## src/rtl/spi_cfg_programmer.sv

```systemverilog
// ============================================================================
//  Module   : spi_cfg_programmer
//  Purpose  : Serial (SPI mode 0) configuration programmer. Oversamples
//             SCLK/CS/SDI on the system clock, decodes a command byte plus
//             auto-incrementing data bytes into a shadow register file and
//             commits the shadow to the active image on a clean CS release.
//             Supports readback of the active image on SDO.
//  Revision : 1.0 - initial release
// ============================================================================
`timescale 1ns/1ps
`default_nettype none

module spi_cfg_programmer #(
  parameter int                      NUM_REGS    = 8,
  parameter int                      ADDR_W      = 7,
  parameter int                      SYNC_STAGES = 2,
  parameter logic [NUM_REGS*8-1:0]   RESET_IMAGE = '0
) (
  input  logic                       clk,
  input  logic                       reset,
  input  logic                       SCLK,
  input  logic                       CS,
  input  logic                       SDI,
  output logic                       SDO,
  output logic                       SDO_OE,
  output logic [NUM_REGS*8-1:0]      cfg,
  output logic                       cfg_update,
  output logic                       frame_err
);

  // Register index width; a single register still needs one index bit.
  localparam int                 IDX_W      = (NUM_REGS > 1) ? $clog2(NUM_REGS) : 1;
  localparam logic [ADDR_W:0]    c_NUM_REGS = (ADDR_W+1)'(NUM_REGS);
  localparam logic [IDX_W-1:0]   c_LAST_IDX = IDX_W'(NUM_REGS - 1);

  localparam logic [2:0] S_IDLE  = 3'd0;
  localparam logic [2:0] S_CMD   = 3'd1;
  localparam logic [2:0] S_WRITE = 3'd2;
  localparam logic [2:0] S_READ  = 3'd3;
  localparam logic [2:0] S_ERR   = 3'd4;

  // Synchronisers and previous-sample registers for edge detection
  logic [SYNC_STAGES-1:0] r_sclk_sync;
  logic [SYNC_STAGES-1:0] r_cs_sync;
  logic [SYNC_STAGES-1:0] r_sdi_sync;
  logic                   r_sclk_prev;
  logic                   r_cs_prev;

  // Frame state
  logic [2:0]             r_state;
  logic [2:0]             w_state_nxt;
  logic [2:0]             r_bitcnt;
  logic [7:0]             r_shift;
  logic [IDX_W-1:0]       r_addr;
  logic                   r_wrote;
  logic                   r_sdo;
  logic                   r_cfg_update;
  logic                   r_frame_err;
  logic                   w_sdo_oe;

  // Active image and shadow copy
  logic [7:0]             r_cfg_mem [NUM_REGS];
  logic [7:0]             r_shadow  [NUM_REGS];

  // Decoded events
  logic                   w_sclk_s;
  logic                   w_cs_s;
  logic                   w_sdi_s;
  logic                   w_cs_rise;
  logic                   w_cs_fall;
  logic                   w_sclk_rise;
  logic                   w_sclk_fall;
  logic                   w_byte_done;
  logic [7:0]             w_byte_in;
  logic [ADDR_W-1:0]      w_cmd_addr;
  logic [IDX_W-1:0]       w_cmd_idx;
  logic                   w_addr_ok;
  logic [IDX_W-1:0]       w_next_idx;

  assign w_sclk_s    = r_sclk_sync[SYNC_STAGES-1];
  assign w_cs_s      = r_cs_sync[SYNC_STAGES-1];
  assign w_sdi_s     = r_sdi_sync[SYNC_STAGES-1];

  assign w_cs_rise   = ~r_cs_prev & w_cs_s;
  assign w_cs_fall   = r_cs_prev & ~w_cs_s;
  // A CS release seen in the same clock as an SCLK edge takes priority.
  assign w_sclk_rise = ~r_sclk_prev & w_sclk_s & ~w_cs_rise;
  assign w_sclk_fall = r_sclk_prev & ~w_sclk_s & ~w_cs_rise;

  assign w_byte_in   = {r_shift[6:0], w_sdi_s};
  assign w_byte_done = w_sclk_rise & (r_bitcnt == 3'd7);
  assign w_cmd_addr  = w_byte_in[ADDR_W-1:0];
  assign w_cmd_idx   = w_cmd_addr[IDX_W-1:0];
  assign w_addr_ok   = ({1'b0, w_cmd_addr} < c_NUM_REGS);
  assign w_next_idx  = (r_addr == c_LAST_IDX) ? '0 : r_addr + IDX_W'(1);

  // Bring the asynchronous serial pins into the clk domain
  always_ff @(posedge clk or negedge reset) begin
    if (!reset) begin
      r_sclk_sync <= '0;
      r_cs_sync   <= '1;
      r_sdi_sync  <= '0;
      r_sclk_prev <= 1'b0;
      r_cs_prev   <= 1'b1;
    end else begin
      r_sclk_sync <= {r_sclk_sync[SYNC_STAGES-2:0], SCLK};
      r_cs_sync   <= {r_cs_sync[SYNC_STAGES-2:0], CS};
      r_sdi_sync  <= {r_sdi_sync[SYNC_STAGES-2:0], SDI};
      r_sclk_prev <= w_sclk_s;
      r_cs_prev   <= w_cs_s;
    end
  end

  // Frame state register
  always_ff @(posedge clk or negedge reset) begin
    if (!reset) begin
      r_state <= S_IDLE;
    end else begin
      r_state <= w_state_nxt;
    end
  end

  // Next-state decode: CS release always returns to idle
  always_comb begin
    w_state_nxt = r_state;
    case (r_state)
      S_IDLE: begin
        if (w_cs_fall) begin
          w_state_nxt = S_CMD;
        end
      end
      S_CMD: begin
        if (w_cs_rise) begin
          w_state_nxt = S_IDLE;
        end else if (w_byte_done) begin
          if (!w_addr_ok) begin
            w_state_nxt = S_ERR;
          end else if (w_byte_in[7]) begin
            w_state_nxt = S_READ;
          end else begin
            w_state_nxt = S_WRITE;
          end
        end
      end
      S_WRITE, S_READ, S_ERR: begin
        if (w_cs_rise) begin
          w_state_nxt = S_IDLE;
        end
      end
      default: begin
        w_state_nxt = S_IDLE;
      end
    endcase
  end

  // State-derived outputs: SDO is driven only while a readback is active
  always_comb begin
    w_sdo_oe = 1'b0;
    if (r_state == S_READ) begin
      w_sdo_oe = 1'b1;
    end
  end

  // Shift/count/address datapath, shadow writes and commit/abort on CS release
  always_ff @(posedge clk or negedge reset) begin
    if (!reset) begin
      r_bitcnt     <= 3'd0;
      r_shift      <= 8'd0;
      r_addr       <= '0;
      r_wrote      <= 1'b0;
      r_sdo        <= 1'b0;
      r_cfg_update <= 1'b0;
      r_frame_err  <= 1'b0;
      for (int k = 0; k < NUM_REGS; k++) begin
        r_cfg_mem[k] <= RESET_IMAGE[8*k +: 8];
        r_shadow[k]  <= RESET_IMAGE[8*k +: 8];
      end
    end else begin
      r_cfg_update <= 1'b0;
      r_frame_err  <= 1'b0;
      if (w_cs_rise && (r_state != S_IDLE)) begin
        r_bitcnt <= 3'd0;
        r_wrote  <= 1'b0;
        r_sdo    <= 1'b0;
        case (r_state)
          S_WRITE: begin
            if (r_bitcnt != 3'd0) begin
              // Partial byte: drop every byte of this frame
              r_frame_err <= 1'b1;
              for (int k = 0; k < NUM_REGS; k++) begin
                r_shadow[k] <= r_cfg_mem[k];
              end
            end else if (r_wrote) begin
              r_cfg_update <= 1'b1;
              for (int k = 0; k < NUM_REGS; k++) begin
                r_cfg_mem[k] <= r_shadow[k];
              end
            end
          end
          S_CMD: begin
            if (r_bitcnt != 3'd0) begin
              r_frame_err <= 1'b1;
            end
          end
          S_ERR: begin
            r_frame_err <= 1'b1;
            for (int k = 0; k < NUM_REGS; k++) begin
              r_shadow[k] <= r_cfg_mem[k];
            end
          end
          default: begin
          end
        endcase
      end else begin
        case (r_state)
          S_IDLE: begin
            if (w_cs_fall) begin
              r_bitcnt <= 3'd0;
              r_wrote  <= 1'b0;
            end
          end
          S_CMD: begin
            if (w_sclk_rise) begin
              r_shift  <= w_byte_in;
              r_bitcnt <= r_bitcnt + 3'd1;
              if (w_byte_done) begin
                r_addr <= w_cmd_idx;
                if (w_addr_ok && w_byte_in[7]) begin
                  r_shift <= r_cfg_mem[w_cmd_idx];
                end
              end
            end
          end
          S_WRITE: begin
            if (w_sclk_rise) begin
              r_shift  <= w_byte_in;
              r_bitcnt <= r_bitcnt + 3'd1;
              if (w_byte_done) begin
                r_shadow[r_addr] <= w_byte_in;
                r_addr           <= w_next_idx;
                r_wrote          <= 1'b1;
              end
            end
          end
          S_READ: begin
            // Present the next bit on the falling edge so it is stable at the master's rise
            if (w_sclk_fall) begin
              r_sdo    <= r_shift[7];
              r_bitcnt <= r_bitcnt + 3'd1;
              if (r_bitcnt == 3'd7) begin
                r_shift <= r_cfg_mem[w_next_idx];
                r_addr  <= w_next_idx;
              end else begin
                r_shift <= {r_shift[6:0], 1'b0};
              end
            end
          end
          default: begin
          end
        endcase
      end
    end
  end

  // Flatten the active image, reg0 in the least significant byte
  for (genvar g = 0; g < NUM_REGS; g++) begin : g_cfg
    assign cfg[8*g +: 8] = r_cfg_mem[g];
  end

  assign SDO        = r_sdo;
  assign SDO_OE     = w_sdo_oe;
  assign cfg_update = r_cfg_update;
  assign frame_err  = r_frame_err;

endmodule

`default_nettype wire

```

## config.mk

```make
export PLATFORM = sky130hd
export DESIGN_NAME = spi_cfg_programmer
export DESIGN_NICKNAME = d
export VERILOG_FILES = /design/src/rtl/spi_cfg_programmer.sv
export SDC_FILE = /design/constraint.sdc
export NUM_CORES = 1
export LEC_CHECK = 0
export ABC_AREA = 1
export CAP_MARGIN = 20
export CORE_UTILIZATION = 51
export DETAILED_ROUTE_END_ITERATION = 10
export PLACE_DENSITY_LB_ADDON = 0.05
export SYNTH_ARGS = -nofsm -noshare
export SYNTH_HDL_FRONTEND = slang
export SYNTH_SLANG_ARGS = --single-unit
```

## constraint.sdc

```tcl
create_clock -name clk -period 2.5 [get_ports clk]
set_clock_uncertainty 0.15 [all_clocks]
set_input_delay 0.5 -clock clk [delete_from_list [all_inputs] [get_ports clk]]
set_output_delay 0.5 -clock clk [all_outputs]
set_load 0.02 [all_outputs]
```

==> out/summary.txt <==
status = finished, final reports clean
Async SR Flop Fraction = 100%
crit-path max cell delay = 0.44 ns
CTS tree = built
CP endpoint kind = output port
multi-input logic area = 4060 µm²
total track usage = 30.5%
Post-DP HPWL = 17.5 mm
slowest cell on the critical path = dfrtp_1
worst path bufs/invs = 2
crit-path leading delay family = buffers and inverters
n_diodes = 0
#FFs+latches synth = 157
vias in the first global route = 7,102
Placement Rows = 47
GP Congestion = 0.915
number of fill cells = 1,510
port bufs = 72
reg2reg start = r_cs_prev
DR WL/cell = 18.1 µm
Synth Warn # = 0
Post-Synthesis Cells = 1,130
Power Density = 905 nW/µm²
Clock Latency Late Sink = 0.44 ns
Netlist cell types = 37
Worst Setup Path Type = reg -> out
first-pass GRT wire length = 40.5 mm
peak supply drop = 0.701 mV
Pre-antenna DRT Iters = 6
critical path launch point = r_state[2]
Worst setup SP type = flip-flop
Seq/Total Area, Yosys = 45.2%
worst slack, placed = 0.236 ns
cts bufs inserted = 17
hold path start = r_sdi_sync[0]
clock slew at reported path FFs = 0.06 ns
share of cells above drive strength 1 = 14.8%
Die X = 133 µm
ys flop type = dfrtp_1
Area Overhead vs Synth = 19.3%
initial antenna violation count = 0
WP data required = 1.85 ns
RSZ-0062 raised after global routing = false
Slew Limit Fails = 0
Lkg Pwr = 4.72 nW
DR vias = 7,871
vias per cell = 5.53
endpoints failing setup = 0
gr ovfl total = 0
Overall Power = 9.39 mW
Slew headroom = 51.3%
drt first-iter violations = 782
Mapped Nets = 1,140
final setup TNS = 0 ns
CTS H-tree depth = 4
Slew @ Worst Pin = 0.731 ns
biggest area consumer among synthesized cells = dfrtp_1
setup bufs post-CTS = 0
pin count of the biggest net entering global routing = 79
type of the worst min-delay path = reg -> reg
mapped cell area = 8690 µm²
Core Area = 16,600 µm²
Synth top area share = 44.3%
placed cell area = 9720 µm²
Design Area, Final = 10,400 µm²
Post-synth EDFFs = 0
CTS Buffer Depth = 2
I/O pin count = 73
CTS root buf = clkbuf_16
fmax = 429 MHz
crit-path cells = inv_2 -> nand2_1 -> nor2_2 -> dlygate4sd2_1
register area = 3930 µm²
Core Util, Final = 62.3%
fin crit share = 93.1%
full die area = 17,600 µm²
Initial Util = 52.2%
Hold Vio Cnt, Final = 0
Die Span Y = 133 µm
Final WS setup = 0.172 ns
CTS sink cnt = 157
Synth area leaders = dfrtp_1 (44%), nand2_1 (13%), o21ai_2 (6.2%)
WL final = 25.7 mm
crit-path max FO = 5
Arrival @ worst endpoint = 1.68 ns
post-route ant nets = 0
max_cap viols = 0
final period demand of the worst path = 2.33 ns
drt drc = 0
Avg Inst Size Synth = 7.69 µm²
nets = 1,200
-- sequential cells by signal (all words and copies together) (netlist names), 2 cells and up --
name         count
cfg             64
r_shadow        64
r_shift          8
r_addr           3
r_bitcnt         3
r_state          3
r_cs_sync        2
r_sclk_sync      2
r_sdi_sync       2
-- where the power goes --
part	internal, mW	leakage (nW)	switching [mW]
Combinational	1.10	2.29	2.42
Clock	1.74	0.309	1.14
Sequential	2.79	2.12	0.197
-- path summary, 6_finish.rpt --
| kind | slack, ns | endpoint | depth (start not counted) |
|---|---|---|---|
| max in group asynchronous | 1.00 | cfg[62] | 3 |
| min reg2reg | 0.20 | r_sdi_sync[1] | 0 |
| min in group asynchronous | 0.48 | cfg[45] | 2 |
| min | 0.20 | r_sdi_sync[1] | 0 |
| max reg2reg | 0.24 | r_addr[1] | 9 |
| max | 0.17 | SDO_OE | 4 |
-- kinds of logic after synthesis --
logic type	Yosys count	share of synthesized area [%]
fa+ha+maj	5	0.720
simple gates	557	27.8
compound gates	244	18.0
buf+inv	167	8.22
flops	157	45.2
-- placed cells by master, fill, tap and decap left out, types with 29 or more instances in the layout --
cell type / count
o21ai_0: 83
a31oi_1: 62
buf_4: 29
nand2_1: 304
o21ai_2: 62
clkdlybuf4s50_1: 70
nor2_1: 106
dfrtp_1: 154
inv_1: 86
nand3_1: 95
-- Yosys cell counts, types with 5 or more instances --
cell type	count
a21oi_1	23
a31oi_1	62
buf_1	5
buf_2	6
buf_6	8
clkbuf_1	45
dfrtp_1	154
ha_1	5
inv_1	86
inv_2	8
nand2_1	304
nand2_2	15
nand2_4	9
nand3_1	95
nor2_1	106
nor3_1	7
nor3_2	5
o211ai_1	7
o21ai_0	83
o21ai_2	62
or2_1	8
-- cell type report --
cell class                      instances  area share, %
Clock inverter                         11           1.74
Tap cell                              220           2.65
Clock buffer                           21           4.44
Sequential cell                       157           37.9
Timing Repair Buffer                  109           10.5
Multi-Input combinational cell        806           39.1
Inverter                               99           3.64
-- through the flow --
stage / hold WS [ns] / cells
2_1_floorplan: 0.0544 / 1130
3_3_place_gp: 0.186 / 1390
3_5_place_dp: 0.187 / 1390
4_1_cts: 0.204 / 1423
5_1_grt: 0.206 / 1423
6_report: 0.199 / 1423
-- per-layer routing --
| layer | part of all wire (%) | track usage (%) | routed length, µm | vias up |
|---|---|---|---|---|
| met1 | 45 | 43.1 | 11500 | 3705 |
| met2 | 46 | 47.5 | 11900 | 304 |
| met4 | 2.4 | 10.9 | 612 | 0 |
| met5 | 0 | 0 | 0 | - |
| li1 | - | - | - | 3824 |
| met3 | 6.7 | 4.90 | 1730 | 38 |
-- timing repair --
action	4_1_cts	5_1_grt
hold buffers	1	0
hold endpoints to repair	51	0
gates resized for setup	1	1
endpoints found under the setup margin	1	1
No activity file was read; power rests on OpenSTA's default activity.
